===== src/rtl/peri_apb_arb.sv =====
// Two-requester round-robin scheduler and APB master for the peripheral bus.
// Latency: req seen in IDLE -> psel next cycle, penable after that, ack two cycles later plus wait states.
// Backpressure: req is held until ack; the slave stalls via pready; a hung slave is aborted after TIMEOUT ACCESS cycles.
//
// Ports:
//   clk, rst                   clock, synchronous active-high reset
//   req/write/addr/wdata       per-requester request, direction, address and write data (requester i in slice i)
//   ack/rdata/err/timeout_evt  completion pulse to the owner, with read data, error flag and timeout pulse
//   owner                      index of the current or last granted requester
//   psel..pslverr              APB master interface
module peri_apb_arb #(
  parameter int ADDR_W  = 32,
  parameter int DATA_W  = 32,
  parameter int TIMEOUT = 255
) (
  input  logic                clk,
  input  logic                rst,
  input  logic [1:0]          req,
  input  logic [1:0]          write,
  input  logic [2*ADDR_W-1:0] addr,
  input  logic [2*DATA_W-1:0] wdata,
  output logic [1:0]          ack,
  output logic [DATA_W-1:0]   rdata,
  output logic                err,
  output logic                owner,
  output logic                timeout_evt,
  output logic                psel,
  output logic                penable,
  output logic [ADDR_W-1:0]   paddr,
  output logic                pwrite,
  output logic [DATA_W-1:0]   pwdata,
  input  logic [DATA_W-1:0]   prdata,
  input  logic                pready,
  input  logic                pslverr
);

  // Counter only has to reach TIMEOUT-1; keep at least one bit so TIMEOUT=0/1 still elaborates.
  localparam int CNT_W = (TIMEOUT < 2) ? 1 : $clog2(TIMEOUT);
  localparam logic [CNT_W-1:0] TO_LAST = CNT_W'((TIMEOUT == 0) ? 0 : TIMEOUT - 1);

  typedef enum logic [1:0] {
    ST_IDLE   = 2'd0,
    ST_SETUP  = 2'd1,
    ST_ACCESS = 2'd2,
    ST_RESP   = 2'd3
  } state_t;

  state_t           r_state;
  logic             r_last_gnt;
  logic [CNT_W-1:0] r_cnt;
  logic             w_grant;

  // Lone requester wins outright; on a tie the one not served last goes next.
  always_comb begin
    w_grant = req[1];
    if (req == 2'b11) begin
      w_grant = ~r_last_gnt;
    end
  end

  always_ff @(posedge clk) begin
    if (rst) begin
      r_state     <= ST_IDLE;
      r_last_gnt  <= 1'b1;
      r_cnt       <= '0;
      ack         <= 2'b00;
      rdata       <= '0;
      err         <= 1'b0;
      owner       <= 1'b0;
      timeout_evt <= 1'b0;
      psel        <= 1'b0;
      penable     <= 1'b0;
      paddr       <= '0;
      pwrite      <= 1'b0;
      pwdata      <= '0;
    end else begin
      ack         <= 2'b00;
      timeout_evt <= 1'b0;
      case (r_state)
        ST_IDLE: begin
          if (req != 2'b00) begin
            r_last_gnt <= w_grant;
            owner      <= w_grant;
            paddr      <= w_grant ? addr[ADDR_W +: ADDR_W] : addr[0 +: ADDR_W];
            pwdata     <= w_grant ? wdata[DATA_W +: DATA_W] : wdata[0 +: DATA_W];
            pwrite     <= write[w_grant];
            psel       <= 1'b1;
            r_cnt      <= '0;
            r_state    <= ST_SETUP;
          end
        end
        ST_SETUP: begin
          penable <= 1'b1;
          r_state <= ST_ACCESS;
        end
        ST_ACCESS: begin
          if (pready) begin
            rdata   <= pwrite ? '0 : prdata;
            err     <= pslverr;
            psel    <= 1'b0;
            penable <= 1'b0;
            ack     <= owner ? 2'b10 : 2'b01;
            r_state <= ST_RESP;
          end else if ((TIMEOUT != 0) && (r_cnt == TO_LAST)) begin
            // Hung slave: complete toward the requester with an error instead of waiting forever.
            rdata       <= '0;
            err         <= 1'b1;
            timeout_evt <= 1'b1;
            psel        <= 1'b0;
            penable     <= 1'b0;
            ack         <= owner ? 2'b10 : 2'b01;
            r_state     <= ST_RESP;
          end else begin
            r_cnt <= r_cnt + CNT_W'(1);
          end
        end
        ST_RESP: begin
          r_state <= ST_IDLE;
        end
        default: begin
          r_state <= ST_IDLE;
        end
      endcase
    end
  end

endmodule


===== config.mk =====
export PLATFORM = sky130hd
export DESIGN_NAME = peri_apb_arb
export DESIGN_NICKNAME = d
export VERILOG_FILES = /design/src/rtl/peri_apb_arb.sv
export SDC_FILE = /design/constraint.sdc
export NUM_CORES = 1
export LEC_CHECK = 0
export CAP_MARGIN = 20
export CORE_UTILIZATION = 35
export DETAILED_ROUTE_END_ITERATION = 8
export PLACE_DENSITY = 0.74
export SLEW_MARGIN = 20
export SYNTH_ARGS = -nofsm -noshare
export SYNTH_HDL_FRONTEND = slang
export SYNTH_SLANG_ARGS = --single-unit

===== constraint.sdc =====
create_clock -name clk -period 2.1 [get_ports clk]
set_input_delay 0.63 -clock clk [delete_from_list [all_inputs] [get_ports clk]]
set_output_delay 0.63 -clock clk [all_outputs]
set_load 0.02 [all_outputs]

---- Yosys cells after proc, flatten, opt, wreduce, memory -nomap -nowiden ----
Cells that the tools add are included.
storage, ports and cells
  bits in registers ....................... 115
  output and inout bits ................... 104
cells by class
  add/subtract/negate cells ............... 1
  magnitude comparators ................... 1
  equality and inequality tests ........... 9
  mux-type cells .......................... 27
  bitwise operators ....................... 2
  reductions and logical operators ........ 13
operator list
  kind                 number
  $mux 32              5
  $mux 8               3
  $pmux 8 s2           1
  $mux 2               6
  $mux 1               9
  $add 8x1->8 const B  1
  $eq 8x8->1 const B   1
  $pmux 2 s4           1
  $reduce_and 2->1     4
  $reduce_bool 2->1    4
  $eq 2x2->1 const B   3
  $ne 2x2->1 const B   3
  $pmux 1 s2           2
  $reduce_and 4->1     1
  $ne 3x3->1 const B   1
  $reduce_and 3->1     1
  $reduce_or 3->1      1
  $eq 2x1->1 const B   1
  $logic_not 2->1      1
  $lt 1x2->1 const B   1
  $not 1->1            2
  $reduce_or 2->1      1

---- Logic depth before layout (Yosys ltp) ----
  depth in word-level cells ............... 4
  depth in mapped cells ................... 8

---- Worst setup path before layout ----
Ideal clock, no wire load.
  path type ............................... in2reg
  from .................................... input req[1]
  to ...................................... register r_cnt[5]
  arrival ................................. 1.498 ns
  data required time ...................... 2.009 ns
  path slack .............................. 0.511 ns
  stages on the path ...................... 4
  buffers on the path ..................... 0
  path through ............................ or3b_4 -> o211ai_2 -> o21ai_0 -> a311oi_1
between the ends
  longest elaborated chain between the ends .. 3
RTL lines
  item                        RTL line  RTL
  start: declaration          18        input logic [1:0] req,
  $reduce_bool 2->1           81        if (req != 2'b00) begin
  $ne 2x2->1 (no line)        -
  $reduce_and 4->1 (no line)  -
  end signal: assignment      114       r_cnt <= r_cnt + CNT_W'(1);
  end: declaration            50        logic [CNT_W-1:0] r_cnt;
No other way between the ends.
A chain may end at the register's enable or synchronous reset.

---- Worst setup path after layout ----
  from .................................... register owner
  to ...................................... output owner
RTL lines
  item                      RTL line  RTL
  start: declaration        25        output logic owner,
  start signal: assignment  83        owner <= w_grant;
No word-level cell between the ends.

==> results.cfg <==
[yosys]
netlist_instances = 486
async_flop_share_pct = 0
ys_seq_area_share_pct = 48.0
synth_top_cell_by_area = dfxtp_1
yosys_warnings = 0
yosys_most_used_dff = dfxtp_1
synth_top_area_share_pct = 48.0
synth-seq-cells = 115
synth_common_cells = 115 x dfxtp_1, 74 x mux2i_1, 74 x nor2_1
synthTopCellsByArea = dfxtp_1 48%, mux2i_1 15%, a211oi_1 10%
synth.most_common_cell = dfxtp_1
syn_area_sq_um = 4800
avgSynthCellArea_sq_um = 9.87
synth_edf_count = 0
ys_types = 38
postSynthNetCount = 659

[clock_network]
cts_made_buffers = 17
cts_sinks = 115
htree_levels = 4
ctsResizeCount = 0
cts_max_path_buffers = 2
clkSlewWorstSetupHoldPaths_ns = 0.05
clkLatencyLatePin_ns = 0.41
cts_tree = done
cts_setup_buffers = 0
cts_root_buffer = clkbuf_16
holdBufCountCts = 0

[floorplanning]
start_util_pct = 36.1
fp.dieW_microns = 119
io_pins = 272
row_count = 42
fp.dieArea_sq_um = 14200
core_sq_um = 13300
die_h_microns = 119

[critical_path]
max_stage_delay_ns = 0.62
cp_top_family = buffers and inverters
crit_type = flop to output pin
r2r_cells = 6
slowest_stage = clkdlybuf4s50_1
critPathBufInv = 1
r2r_end = r_cnt[6]
required_ns = 1.47
critPathCaptureType = output pin
crit_path_max_fanout = 4
r2r_slack_ns = 0.22
reg2reg_from = r_state[0]
critPathLaunchType = flop
path_cells = clkdlybuf4s50_1
arrival_ns = 1.41
cp.depth = 1

[placed_design]
hpwl_mm = 10.9
gp_congestion = 0.847
port-buffer-count = 271

[layout]
diodes = 0
fin_util_pct = 63.7
nNetsFinal = 939
area_growth_syn_to_layout_pct = 76.6
drive_gt1_share_pct = 8.61

[sta]
fin_tns_setup_ns = 0
finalSetupViolCount = 0
max_slew_margin_pct = 58.7
maxSlewViolCount = 0
hold_violations = 0
fin_crit_sh_pct = 97.1
period_needed_ns = 2.04
finClkSkew_ns = 0.00857
worst_pin_slew_ns = 0.617
fmax_ghz = 0.491
hold_ws_ns = 0.453
rsz0062_at_grt = false

[grt]
grt_overflow_total = 0
grt_antenna_before_repair = 0
grt_pass1_wl_mm = 23.4
grt_usage_pct = 21.0
grt_pass1_vias = 4834
grt_max_degree = 83

[routing]
vias_per_cell = 4.95
firstDrtPassIters = 4
ant_nets = 0
num_vias = 4718
drt-initial-drc-count = 209
wire_per_inst_microns = 15.4
drc = 0
postRouteWirelength_mm = 14.7

[hold_path]
holdPathStages = 2
min_to = rdata[24]
min_from = rdata[24]
holdCritPathClass = flop to flop

[job]
drv_cap = 0

[pwr]
p_int_mw = 6.72
pwr-share-seq_pct = 30.1
sw_frac_of_total_pct = 33.4
power.switching_mw = 3.36
power.share.clock_pct = 30.1
power_leakage_nw = 3.29
vdd_drop_max_v = 0.000625
p_comb_share_pct = 39.8
p_per_area_nw_per_um2 = 1190

[outcome]
status = complete, no violations
==> kinds of logic (layout without fill, tap and decap cells) <==
kind of cell / Yosys count / count (layout) / synth area share (%)
AOI/OAI and AO/OA: 123 / 123 / 19.5
adders and majority gates: 5 / 5 / 1.30
buffers and inverters: 45 / 337 / 4.67
DFF: 115 / 115 / 48.0
muxes: 74 / 74 / 15.4
and+or+nand+nor: 124 / 124 / 11.1
==> metrics by stage <==
step	power [mW]	setup slack, ns	cells	cell area [sq um]
4_1_cts	10.2	0.00920	954	8460
2_1_floorplan	5.22	0.511	486	4800
5_1_grt	10.6	0.0128	954	8470
3_3_place_gp	6.99	-0.213	923	7830
3_5_place_dp	7.08	-0.277	923	7830
6_report	10.1	0.0615	954	8470
==> registers in the layout, summed over array words and instances (netlist names) <==
register,flops
psel,1
penable,1
timeout_evt,1
pwrite,1
r_cnt,8
rdata,32
pwdata,32
paddr,32
err,1
owner,1
r_state,2
r_last_gnt,1
ack,2
==> layout make-up <==
cell class	instances	area, sq um
sequential	115	2300
timing repair buffer	297	2990
multi-input combinational	326	2300
tap	176	220
clock inverter	10	155
fill	1057	4820
inverter	9	33.8
clock buffer	21	470
==> how the worst max path moves through the flow <==
stage                     end     start
floorplan            r_cnt[5]    req[1]
global placement    rdata[12]    pready
detailed placement  rdata[15]    pready
CTS                 rdata[15]  r_cnt[0]
global route            owner     owner
finish                  owner     owner
==> placed cells by master (no fill, tap or decap), types with 7 or more instances in the layout <==
| master | count |
|---|---|
| clkdlybuf4s50_1 | 269 |
| mux2i_1 | 74 |
| buf_4 | 19 |
| buf_12 | 7 |
| o21ai_0 | 8 |
| dfxtp_1 | 115 |
| a211oi_1 | 66 |
| nor2_1 | 74 |
| a22o_1 | 24 |
| nand3_1 | 10 |
| inv_1 | 9 |
| clkbuf_16 | 17 |
| nand2_1 | 24 |
| a21oi_1 | 8 |
==> power by group through the flow <==
| stage | clock, mW | sequential, mW | combinational, mW |
|---|---|---|---|
| after global placement | 0 | 3.05 | 3.94 |
| final | 3.03 | 3.03 | 4.01 |
| after global routing | 3.19 | 3.10 | 4.32 |
| after detailed placement | 0 | 3.07 | 4.01 |
| after floorplan | 0 | 3.67 | 1.56 |
| after CTS | 3.08 | 3.03 | 4.03 |
==> metal layers <==
metal	vias to the layer above	share of wire [%]	GRT usage, %
li1	2333	-	-
met1	2170	40	22.0
met2	188	51	37.5
met3	27	7.4	7.57
met4	0	2.5	9.57
met5	-	0	0
Note: power is estimated with default switching activity, not from simulation.
